File: src/rtl/display_scan_mux.sv
// display_scan_mux
//
// Purpose:
//   Time-multiplexes a 4*NDIG-bit hex value onto a common-segment display.
//   A free-running divider defines refresh slots of DIV_MAX+1 clocks; each
//   slot selects one digit, presents its nibble on I for a downstream
//   hex-to-7-segment decoder and pulls that digit's anode low. New values
//   are staged in a pending register and only copied into the displayed
//   (shadow) register when the scan wraps from the last digit back to
//   digit 0, so a frame is never shown half-updated. Optional leading-zero
//   blanking suppresses zero digits above the most significant non-zero one.
//
// Ports:
//   clk    in   1        system clock, all state on rising edge
//   rst    in   1        synchronous, active-high reset
//   load   in   1        capture D into the pending register this cycle
//   D      in   4*NDIG   value to display, digit k = D[4k+3:4k], k=0 is LSD
//   DP_IN  in   NDIG     decimal point request per digit, active-high, live
//   LZ_EN  in   1        1 = blank leading zero digits
//   I      out  4        nibble of the current digit
//   AN     out  NDIG     anode enables, active-low, at most one bit low
//   DP     out  1        decimal point for the current digit, active-low
//   FRAME  out  1        one-clock pulse after the last slot wraps to slot 0

module display_scan_mux #(
    parameter int NDIG    = 4,
    parameter int DIV_W   = 16,
    parameter int DIV_MAX = 49999
) (
    input  logic              clk,
    input  logic              rst,
    input  logic              load,
    input  logic [4*NDIG-1:0] D,
    input  logic [NDIG-1:0]   DP_IN,
    input  logic              LZ_EN,
    output logic [3:0]        I,
    output logic [NDIG-1:0]   AN,
    output logic              DP,
    output logic              FRAME
);

    localparam int IDX_W = (NDIG > 1) ? $clog2(NDIG) : 1;

    localparam logic [DIV_W-1:0] DIV_TC   = DIV_W'(DIV_MAX);
    localparam logic [IDX_W-1:0] IDX_LAST = IDX_W'(NDIG - 1);

    logic [DIV_W-1:0]  div;
    logic [IDX_W-1:0]  idx;
    logic [4*NDIG-1:0] shadow;
    logic [4*NDIG-1:0] pending;
    logic              pend;
    logic              frame_q;

    logic              tick;
    logic              wrap;

    // Slot boundary and frame boundary (last slot ending).
    assign tick = (div == DIV_TC);
    assign wrap = tick && (idx == IDX_LAST);

    // Refresh divider, digit index, double-buffered value and frame pulse.
    // When a load coincides with the wrap, the shadow takes the value that
    // was already pending and the fresh D stays pending for the next frame.
    always_ff @(posedge clk) begin
        if (rst) begin
            div     <= '0;
            idx     <= '0;
            shadow  <= '0;
            pending <= '0;
            pend    <= 1'b0;
            frame_q <= 1'b0;
        end else begin
            if (tick) begin
                div <= '0;
                idx <= (idx == IDX_LAST) ? '0 : idx + IDX_W'(1);
            end else begin
                div <= div + DIV_W'(1);
            end

            frame_q <= wrap;

            if (wrap && pend) begin
                shadow <= pending;
            end

            if (load) begin
                pending <= D;
                pend    <= 1'b1;
            end else if (wrap) begin
                pend <= 1'b0;
            end
        end
    end

    logic [NDIG-1:0] zero_from;
    logic            run_zero;
    logic [3:0]      nibble;
    logic            dp_sel;
    logic            zero_sel;
    logic            blank;

    // zero_from[k] is set when nibbles k..NDIG-1 of the shadow are all zero,
    // i.e. digit k would be a leading zero. The index mux is written as a
    // compare loop so no variable part-select of the shadow is needed.
    always_comb begin
        zero_from = '0;
        run_zero  = 1'b1;
        nibble    = 4'h0;
        dp_sel    = 1'b0;
        zero_sel  = 1'b0;
        for (int k = NDIG - 1; k >= 0; k--) begin
            run_zero     = run_zero & (shadow[4*k +: 4] == 4'h0);
            zero_from[k] = run_zero;
        end
        for (int k = 0; k < NDIG; k++) begin
            if (idx == IDX_W'(k)) begin
                nibble   = shadow[4*k +: 4];
                dp_sel   = DP_IN[k];
                zero_sel = zero_from[k];
            end
        end
    end

    // Digit 0 is never blanked so an all-zero value still shows "0".
    assign blank = LZ_EN && (idx != '0) && zero_sel;

    // A blanked slot keeps I driven but turns every anode and the DP off.
    always_comb begin
        AN = '1;
        for (int k = 0; k < NDIG; k++) begin
            if (idx == IDX_W'(k) && !blank) begin
                AN[k] = 1'b0;
            end
        end
    end

    assign I     = nibble;
    assign DP    = blank ? 1'b1 : ~dp_sel;
    assign FRAME = frame_q;

endmodule

File: config.mk
export PLATFORM = sky130hd
export DESIGN_NAME = display_scan_mux
export DESIGN_NICKNAME = d
export VERILOG_FILES = /design/src/rtl/display_scan_mux.sv
export SDC_FILE = /design/constraint.sdc
export NUM_CORES = 1
export LEC_CHECK = 0
export ABC_AREA = 0
export ABC_CLOCK_PERIOD_IN_PS = 1500
export CAP_MARGIN = 20
export CORE_MARGIN = 5
export CORE_UTILIZATION = 46
export CTS_CLUSTER_SIZE = 40
export DETAILED_ROUTE_END_ITERATION = 10
export PLACE_DENSITY = 0.72
export SLEW_MARGIN = 20
export SYNTH_ARGS = -nofsm -noshare
export SYNTH_HDL_FRONTEND = slang
export SYNTH_SLANG_ARGS = --single-unit
File: constraint.sdc
create_clock -name clk -period 1.5 [get_ports clk]
set_input_delay 0.3 -clock clk [delete_from_list [all_inputs] [get_ports clk]]
set_output_delay 0.3 -clock clk [all_outputs]
set_load 0.05 [all_outputs]
# Yosys cells after proc, flatten, opt, wreduce, memory -nomap -nowiden
# Cells that the tools add are included.
dict set report totals {
  register_bits 52
  latch_bits 0
  ram_bits 0
  rom_bits 0
  out_inout_bits 10
  mem_count 0
}
dict set report op_classes {
  addsub 2
  multipliers 0
  n_div 0
  order_cmp 0
  n_eq_ne 4
  shift 0
  muxes 20
  n_bitwise 4
  n_reduce_logical 17
}
# op n
set ops {}
lappend ops {{adder 16 x 1 -> 16 bit, second input constant} 1}
lappend ops {{equality test 16 bit, second input constant} 1}
lappend ops {{logical NOT 4 bit} 4}
lappend ops {{two-way mux 4 bit} 4}
lappend ops {{two-way mux 1 bit} 15}
lappend ops {{logical AND 1 bit} 8}
lappend ops {{equality test 2 bit, second input constant} 2}
lappend ops {{nonzero test 2 bit} 2}
lappend ops {{AND 1 bit} 3}
lappend ops {{adder 2 x 1 -> 2 bit, second input constant} 1}
lappend ops {{equality test 2 x 1 -> 1 bit, second input constant} 1}
lappend ops {{logical NOT 2 bit} 1}
lappend ops {{two-way mux 2 bit} 1}
lappend ops {{OR reduction 2 bit} 1}
lappend ops {{logical NOT 1 bit} 1}
lappend ops {{inverter 1 bit} 1}

# Depth between registers and ports, before layout
# Gate-level depths: netlist of the first run.
dict set report depth {
  depth_word 12
  depth_mapped 7
  ltp_nobuf 6
}

# Least setup slack after synthesis of the first run
# No wires, ideal clock.
dict set report synth_path {
  path_kind {reg2out}
  from {reg idx[1]}
  to {out I[1]}
  arrival_ns 2.211
  slack_ns -1.011
  stages_incl_launch_ff 8
  cell_sequence {dfxtp_1 -> inv_1 -> ha_1 -> clkbuf_1 -> nand3b_1 -> a21oi_1 -> a21oi_1 -> o21ai_0}
}
dict set report synth_via {
  elab_chain_cells 5
}
# item line_no
set synth_rtl {}
lappend synth_rtl {{start: declaration} 48} ;# logic [IDX_W-1:0] idx;
lappend synth_rtl {{start signal: assignment} 75} ;# idx <= (idx == IDX_LAST) ? '0 : idx + IDX_W'(1);
lappend synth_rtl {{logical NOT 2 bit} 116} ;# if (idx == IDX_W'(k)) begin
lappend synth_rtl {{two-way mux 4 bit (3 in a row)} 116}
lappend synth_rtl {{two-way mux 4 bit (*)} 116}
lappend synth_rtl {{end: declaration} 36} ;# output logic [3:0] I,
# Every way passes the cells marked *; elsewhere a longest branch is shown, timed or not.

# Worst setup path in the final report of the first run
dict set report layout_path {
  from {reg shadow[15]}
  to {out DP}
}
dict set report layout_via {
  elab_chain_cells 10
}
# item line_no
set layout_rtl {}
lappend layout_rtl {{start: declaration} 49} ;# logic [4*NDIG-1:0] shadow;
lappend layout_rtl {{start signal: assignment} 83} ;# shadow <= pending;
lappend layout_rtl {{logical NOT 4 bit (*)} 112} ;# run_zero = run_zero & (shadow[4*k +: 4] == 4'h0);
lappend layout_rtl {{AND 1 bit (3 in a row)} 112}
lappend layout_rtl {{two-way mux 1 bit (3 in a row)} 116}
lappend layout_rtl {{two-way mux 1 bit (*)} 116}
lappend layout_rtl {{logical AND 1 bit (*)} 125} ;# assign blank = LZ_EN && (idx != '0) && zero_sel;
lappend layout_rtl {{two-way mux 1 bit (*)} 138} ;# assign DP = blank ? 1'b1 : ~dp_sel;
lappend layout_rtl {{end: declaration} 38} ;# output logic DP,
# Marked as above.

==> flow_summary.ini, run 1 <==
[cts]
clk_pin_slew_ns = 0.09
ctsHtreeMaxLevel = 2
numCtsBuffers = 5
ctsHoldBuffers = 0
cts-root-buf = clkbuf_8
clock_sinks = 52
clk_latency_ns = 0.30
cts_tree = yes
cts.path.max_buffers = 2

[placed_design]
dpl.cell_count = 401
place_hpwl_um = 4180
gp_congestion = 0.834
portBuffers = 33

[synth]
yosysMostFrequentCell = dfxtp_1
synth-seq-area-share = 0.436
synth_largest_area_cell = dfxtp_1
synthTopCellsByCount = dfxtp_1, nor2_1, a21oi_1, o21ai_0, nand4_1
synth_cell_types = 34
synth_area_um2 = 2390
synthArstFlopShare = 0
yosysWarnings = 0
syn_nets = 304
syn_avg_cell_area_um2 = 8.68
yosysTopAreaCellShare = 0.436
syn_inst = 275
synth_area_leaders = dfxtp_1, mux2i_1, nor2_1
ys_ff_latch = 52
ys.flop_type = dfxtp_1
synth_edf_count = 0

[floorplan]
die_height_um = 82.0
io_pins = 34
rows = 26
die_area_um2 = 6730
die_x_um = 82.0
coreArea_um2 = 5070
start_util = 0.470

[critical_path]
cp.arrival_ns = 1.72
crit_path_end_kind = output port
cp-startpoint = shadow[15]
crit_type = flip-flop to output port
reg2reg_from = div[7]
worstPathMaxFanout = 3
cp-start-kind = flip-flop
worst_ep_required_time_ns = 1.20

[global_routing]
grt_use_met1 = 0.224
grt.overflow.total = 0
gr-usage-all-layers = 0.186
grt_max_degree = 38
grt_pass1_vias = 2104
met3_usage = 0.0406
grt-busiest-layer = met2
grtUsageMet2 = 0.333
antenna_found_initial = 0
grt_pass1_wl_um = 9720

[sta]
rsz0062_at_grt = true
drv_slew = 0
tightest_slew_ns = 0.371
fmax_ghz = 0.495
finalCritPeriodShare = 1.35
finalHoldViolations = 0
setup_viol = 27
finalCriticalPeriod_ns = 2.02
fin_ws_ns = -0.519
clock_skew_ns = 0.00755
relSlewSlack = 0.750

[power_and_ir_drop]
leakage_uw = 0.00142
power_uw = 2680
ir_worst_vdd_uv = 681
cellPowerDensity_nw_per_um2 = 706

[min_path]
hold_start = div[0]
hp-class = flip-flop to flip-flop

[final_layout]
finalNetCount = 372
final_cells = 413
n_antenna_cell = 0
drive_gt1_frac = 0.376
area_growth_pct = 58.7

[routing]
vias_per_cell = 5.46
ant_nets = 0
vias = 2257
wirelength_um = 6430
wl_per_cell_um = 15.6
first_pass_iters = 4
drcViolationCount = 0
drt_iter0_markers = 90

[run_status]
violations = negative setup slack
status = finished, violations left

[flow_run]
drv_cap = 0
## path summary, 6_finish.rpt
path / cells after the start / to / slack, ns
worst max-delay path: 5 / DP / -0.52
worst min-delay path: 1 / div[0] / 0.46
worst min register to register: 1 / div[0] / 0.46
worst max register to register: 5 / shadow[15] / -0.06
## placed cells by master (no fill, tap or decap), types with 3 or more instances in the layout
master | Yosys | final
dfxtp_1 | 52 | 46
buf_4 | 2 | 34
nor2_1 | 40 | 25
clkdlybuf4s50_1 | 0 | 23
nand4_1 | 20 | 20
mux2i_1 | 18 | 18
a21oi_1 | 26 | 15
buf_12 | 0 | 14
nor2_4 | 0 | 12
xnor2_1 | 13 | 12
nand2_1 | 14 | 11
a21oi_2 | 0 | 11
o21ai_4 | 0 | 8
inv_1 | 10 | 7
o21ai_0 | 23 | 7
buf_6 | 2 | 7
o21ai_1 | 0 | 6
nand3b_1 | 5 | 5
clkbuf_8 | 0 | 5
nor4_1 | 7 | 4
nand3_1 | 4 | 4
ha_4 | 0 | 4
nor2_2 | 0 | 3
nor3_1 | 4 | 3
dfxtp_4 | 0 | 3
dfxtp_2 | 0 | 3
## area by class of cell
class / instances / area [um2]
well taps: 70 / 87.6
repair buffers: 79 / 860
inverters: 10 / 40.0
clock buffers: 6 / 93.8
clock inverters: 1 / 30.0
flip-flops and latches: 52 / 1060
multi-input cells: 195 / 1620
fillers: 364 / 1290
## per-stage QoR
stage / hold slack, ns / setup slack (ns) / instance area (um2) / utilization / setup TNS, ns
2_1_floorplan: 0.432 / -0.163 / 2590 / - / -0.910
3_3_place_gp: 0.441 / -0.226 / 3320 / 0.654 / -2.11
3_5_place_dp: 0.462 / -0.276 / 3320 / 0.654 / -2.77
4_1_cts: 0.475 / -0.540 / 3520 / 0.694 / -3.75
5_1_grt: 0.483 / -0.614 / 3790 / 0.747 / -7.13
6_report: 0.459 / -0.519 / 3790 / 0.747 / -4.06
## cell families (layout without fill, tap and decap cells)
logic type                 after synthesis  count (layout)  synth area share
adders and majority gates                5               5            0.0262
buffers and inverters                   28              96            0.0587
xor gates and xnor gates                14              14            0.0514
muxes                                   18              18            0.0755
and+or+nand+nor                        106             106             0.240
AOI/OAI and AO/OA                       52              52             0.112
DFF                                     52              52             0.436
## critical path: stages, from the launching register on
cell	delay, ns
dfxtp_1	0.32
or4_4	0.58
nor3_4	0.18
a31oi_4	0.09
o21ai_4	0.11
buf_12	0.15
## what timing repair did
item | in CTS | in global routing
gates resized for setup | 19 | 68
setup buffers | 0 | 3
gates cloned | 0 | 2
pin swaps | 10 | 53
endpoints found under the hold margin | 0 | 0
endpoints found under the setup margin | 34 | 43
## metal layers
metal	wire, um	up-vias
li1	-	1097
met1	2590	1087
met2	3450	59
met3	285	14
met4	111	0
met5	0	-
## report_power, final
part	leakage, uW	total (uW)	switching (uW)	internal (uW)
clock	0.0000624	1030	436	589
sequential	0.000426	1440	27.0	1410
combinational	0.000927	213	90.2	123
total	0.00142	2680	553	2120
## sequential cells by signal (all words and copies together), names as in the netlist
name,count
shadow,16
FRAME,1
pend,1
idx,2
div,16
pending,16
No activity file was read; power rests on OpenSTA's default activity.
==> inputs of run 2 (changes only) <==
ABC_CLOCK_PERIOD_IN_PS = 2580   (was 1500)
CORE_MARGIN = 1   (was 5)
PLACE_DENSITY = 0.69   (was 0.72)
clock period = 2.58 ns   (was 1.5 ns; I/O delays follow)
==> run 2 against run 1 <==
Net effect: the run now ends clean; sequential share of layout area up 7.7 points; via count down 12%; worst setup slack better by 0.65 ns; sequential power down 42%; hold slack better by 0.013 ns; largest cell class unchanged; largest power group unchanged.
==> flow_summary.ini, run 2 (same netlist as run 1, synthesis figures left out) <==
[run_status]
status = completed

[routing]
wl_met1_um = 2380
highest_layer = met4
drt_iter0_markers = 98
vias = 1990
dr_wl_met2_um = 2230
wirelength_um = 4900
ant_nets = 0
drcViolationCount = 0
first_pass_iters = 4
wl_per_cell_um = 13.2
wl_met3_um = 183
vias_per_cell = 5.36

[cts]
post_cts_buffers = 0
clock_sinks = 52
cts_tree = yes
clk_latency_ns = 0.31
cts-root-buf = clkbuf_8
numCtsBuffers = 5
cts_resized = 0
cts.path.max_buffers = 2
ctsHoldBuffers = 0
ctsHtreeMaxLevel = 2
clk_pin_slew_ns = 0.10

[final_layout]
drive_gt1_frac = 0.0954
fin_area_um2 = 2930
final_cell_mix = dfxtp_1, nor2_1, a21oi_1
finalNetCount = 332
reg_top3 = div (16), pending (16), shadow (16)
final_common_cell = dfxtp_1
final_cells = 371
area_growth_pct = 22.7
n_antenna_cell = 0

[sta]
finalCritPeriodShare = 0.947
finalHoldViolations = 0
clock_skew_ns = 0.0124
drv_slew = 0
relSlewSlack = 0.597
rsz0062_at_grt = false
fin_setup_tns_ns = 0
fmax_ghz = 0.409
finalCriticalPeriod_ns = 2.44
tightest_slew_ns = 0.605
setup_viol = 0

[global_routing]
grt_pass1_wl_um = 8200
antenna_found_initial = 0
grt.overflow.total = 0
grt_pass1_vias = 1851
grt_max_degree = 38
gr-usage-all-layers = 0.195

[power_and_ir_drop]
internal_power_uw = 1080
p_seq_frac = 0.590
ir_worst_vdd_uv = 282
p_sw_uw = 340
clkPwrFrac = 0.343
leakage_uw = 0.00110
switching_share = 0.240
comb_power_share = 0.067
cellPowerDensity_nw_per_um2 = 483

[placed_design]
portBuffers = 33
dpl.cell_count = 363
place_hpwl_um = 3320
gp_congestion = 0.818
placed_area_um2 = 2820

[floorplan]
coreArea_um2 = 4850
die_area_um2 = 5480
die_height_um = 74.0
start_util = 0.492
rows = 25
die_x_um = 74.0
io_pins = 34

[critical_path]
cp-start-kind = flip-flop
worst_ep_required_time_ns = 2.06
worstPathMaxFanout = 12
cp-startpoint = idx[1]
rr_worst_depth = 5
reg2reg_from = div[0]
crit_path_end = I[3]
cp.arrival_ns = 1.93
reg2reg_to = div[3]
rrSetupSlack_ns = 0.60
crit_type = flip-flop to output port
crit_path_end_kind = output port

[min_path]
hp-class = flip-flop to flip-flop

[flow_run]
drv_cap = 0
run 2: area by class of cell:
| class | instances | area, um2 |
|---|---|---|
| fill | 441 | 1920 |
| multi-input combinational | 195 | 1210 |
| sequential | 52 | 1040 |
| timing repair buffer | 39 | 458 |
| tap | 67 | 83.8 |
| clock buffer | 5 | 68.8 |
| inverter | 10 | 37.5 |
| clock inverter | 3 | 26.3 |
run 2: how the worst min path moves through the flow:
stage                     start          to  slack [ns]  cells past startpoint
CTS                      div[0]      div[0]        0.48                      1
global route        pending[14]  shadow[14]        0.50                      2
floorplan                div[0]      div[0]        0.43                      1
global placement         div[0]      div[0]        0.44                      1
detailed placement       div[0]      div[0]        0.45                      1
finish                   div[0]      div[0]        0.47                      1
run 2: power groups by stage:
stage	Clock [uW]	Sequential (uW)	Combinational, uW
2_1_floorplan	0	849	50.6
3_3_place_gp	0	853	94.3
3_5_place_dp	0	853	95.9
4_1_cts	496	835	96.3
5_1_grt	524	838	103
6_report	485	835	94.9
run 2: routing by layer:
layer,GRT usage,up-vias
li1,-,1017
met1,0.239,928
met2,0.323,36
met3,0.0434,9
met4,0.0940,0
met5,0,-
run 2: stage by stage:
| stage | total power, uW | hold slack [ns] | setup slack (ns) | util |
|---|---|---|---|---|
| after floorplan | 900 | 0.430 | 0.0866 | - |
| after global placement | 947 | 0.444 | 0.436 | 0.582 |
| after detailed placement | 949 | 0.453 | 0.397 | 0.582 |
| after CTS | 1430 | 0.476 | 0.0555 | 0.602 |
| after global routing | 1470 | 0.495 | 0.00485 | 0.604 |
| final | 1420 | 0.472 | 0.136 | 0.604 |
run 2: worst max-delay path, cell delays in order (launching register included):
cell and delay [ns]:
dfxtp_1 0.39, inv_1 0.08, ha_1 0.30, nand3b_1 0.21, a21oi_1 0.16, a21oi_1 0.05
o21ai_1 0.25, buf_12 0.18
==> inputs of run 3 (changes only) <==
CORE_UTILIZATION = 50   (was 46)
PLACE_DENSITY = 0.74   (was 0.69)
==> run 3 against run 2 <==
Net effect: the run now ends with design-rule violations left; register-to-register slack about the same; critical path depth fell by 3; non-clock buffer count shrank 1; critical path type unchanged; cell count decreased by 4.3%; largest cell class unchanged; sequential cell count unchanged; total power barely moved.
==> flow_summary.ini, run 3 (same netlist as run 1, synthesis figures left out) <==
[run_status]
status = finished, violations left
violations = design-rule violations

[cts]
cts.path.max_buffers = 2
ctsHoldBuffers = 0
clk_latency_ns = 0.31
numCtsBuffers = 5
cts_tree = yes
cts-root-buf = clkbuf_8
ctsHtreeMaxLevel = 2
clk_pin_slew_ns = 0.09
clock_sinks = 52

[floorplan]
coreArea_um2 = 4470
start_util = 0.534
die_height_um = 71.1
die_area_um2 = 5060
die_x_um = 71.1
rows = 24
io_pins = 34

[placed_design]
gp_congestion = 0.816
place_hpwl_um = 3410
portBuffers = 33
placed_area_um2 = 2800

[flow_run]
drv_cap = 0

[final_layout]
reg_top3 = div (16), pending (16), shadow (16)
final_cell_mix = dfxtp_1, nor2_1, a21oi_1
finalNetCount = 331
fin_area_um2 = 2920
area_growth_pct = 22.3
n_antenna_cell = 0
drive_gt1_frac = 0.102
final_common_cell = dfxtp_1

[sta]
finalCritPeriodShare = 0.961
drv_slew = 0
finalHoldViolations = 0
fin_setup_tns_ns = 0
finalCriticalPeriod_ns = 2.48
rsz0062_at_grt = false
setup_viol = 0
clock_skew_ns = 0.00752
tightest_slew_ns = 0.611
fmax_ghz = 0.403
relSlewSlack = 0.592

[routing]
first_pass_iters = 7
wl_per_cell_um = 13.9
vias = 2005
ant_nets = 0
drt_iter0_markers = 173
wirelength_um = 4950
vias_per_cell = 5.65
drcViolationCount = 3

[global_routing]
antenna_found_initial = 0
grt.overflow.total = 0
gr-usage-all-layers = 0.205
grt_pass1_vias = 1761
grt_pass1_wl_um = 8220
grt_max_degree = 38

[critical_path]
rr_worst_depth = 6
worstPathMaxFanout = 7
worst_ep_required_time_ns = 2.06
reg2reg_from = div[0]
cp-start-kind = flip-flop
crit_top_cell = inv_1
cp_slowest_cell = clkdlybuf4s50_1
cpPeakStageDelay_ns = 0.80
crit_type = flip-flop to output port
rrSetupSlack_ns = 0.61
cp-startpoint = idx[0]
reg2reg_to = div[6]
crit_path_end_kind = output port
crit_path_cell_trace = inv_1, ha_1, inv_1, clkdlybuf4s50_1
cp.arrival_ns = 1.96

[power_and_ir_drop]
ir_worst_vdd_uv = 261
leakage_uw = 0.00108
cellPowerDensity_nw_per_um2 = 485

[min_path]
hold_start = div[0]
hp-class = flip-flop to flip-flop
hold_depth = 1
whs_endpoint = div[0]
run 3: layout make-up:
class / count / area, um2
sequential: 52 / 1040
timing repair buffer: 38 / 448
fill: 376 / 1560
tap: 52 / 65.1
clock buffer: 6 / 82.6
clock inverter: 2 / 13.8
multi-input combinational: 195 / 1230
inverter: 10 / 37.5
run 3: worst max-delay path: cells and delay by family, from the launching register on:
family     cells  cell delay, ns
buf+inv        3            0.96
flops          1            0.41
fa+ha+maj      1            0.29
run 3: repair_timing:
item,4_1_cts,5_1_grt
setup buffers,0,0
resized for setup,0,6
endpoints found under the setup margin,0,6
run 3: worst max-delay path by stage:
stage | endpoint | slack (ns) | cells after the start
after floorplan | AN[3] | 0.09 | 4
after global placement | DP | 0.43 | 6
after detailed placement | DP | 0.40 | 6
after CTS | I[3] | 0.07 | 7
after global routing | AN[1] | 0.02 | 7
final | AN[0] | 0.10 | 4
run 3: metal layers:
layer,routed length (um),track usage,share of wire,up-vias
met3,188,0.0413,0.038,6
met1,2370,0.268,0.48,940
met4,54,0.0667,0.011,0
met2,2340,0.341,0.47,40
met5,0,0,0,-
li1,-,-,-,1019
run 3: stage by stage:
step,instances,hold slack (ns),total power (uW),utilization,setup slack (ns)
floorplan,275,0.430,900,-,0.0866
global placement,347,0.444,947,0.625,0.432
detailed placement,347,0.457,948,0.625,0.400
CTS,355,0.479,1430,0.647,0.0703
global route,355,0.497,1470,0.652,0.0151
finish,355,0.470,1410,0.652,0.101
run 3: report_power, final:
group | switching, uW | internal [uW]
registers | 12.0 | 822
logic | 39.2 | 55.7
clock network | 266 | 220
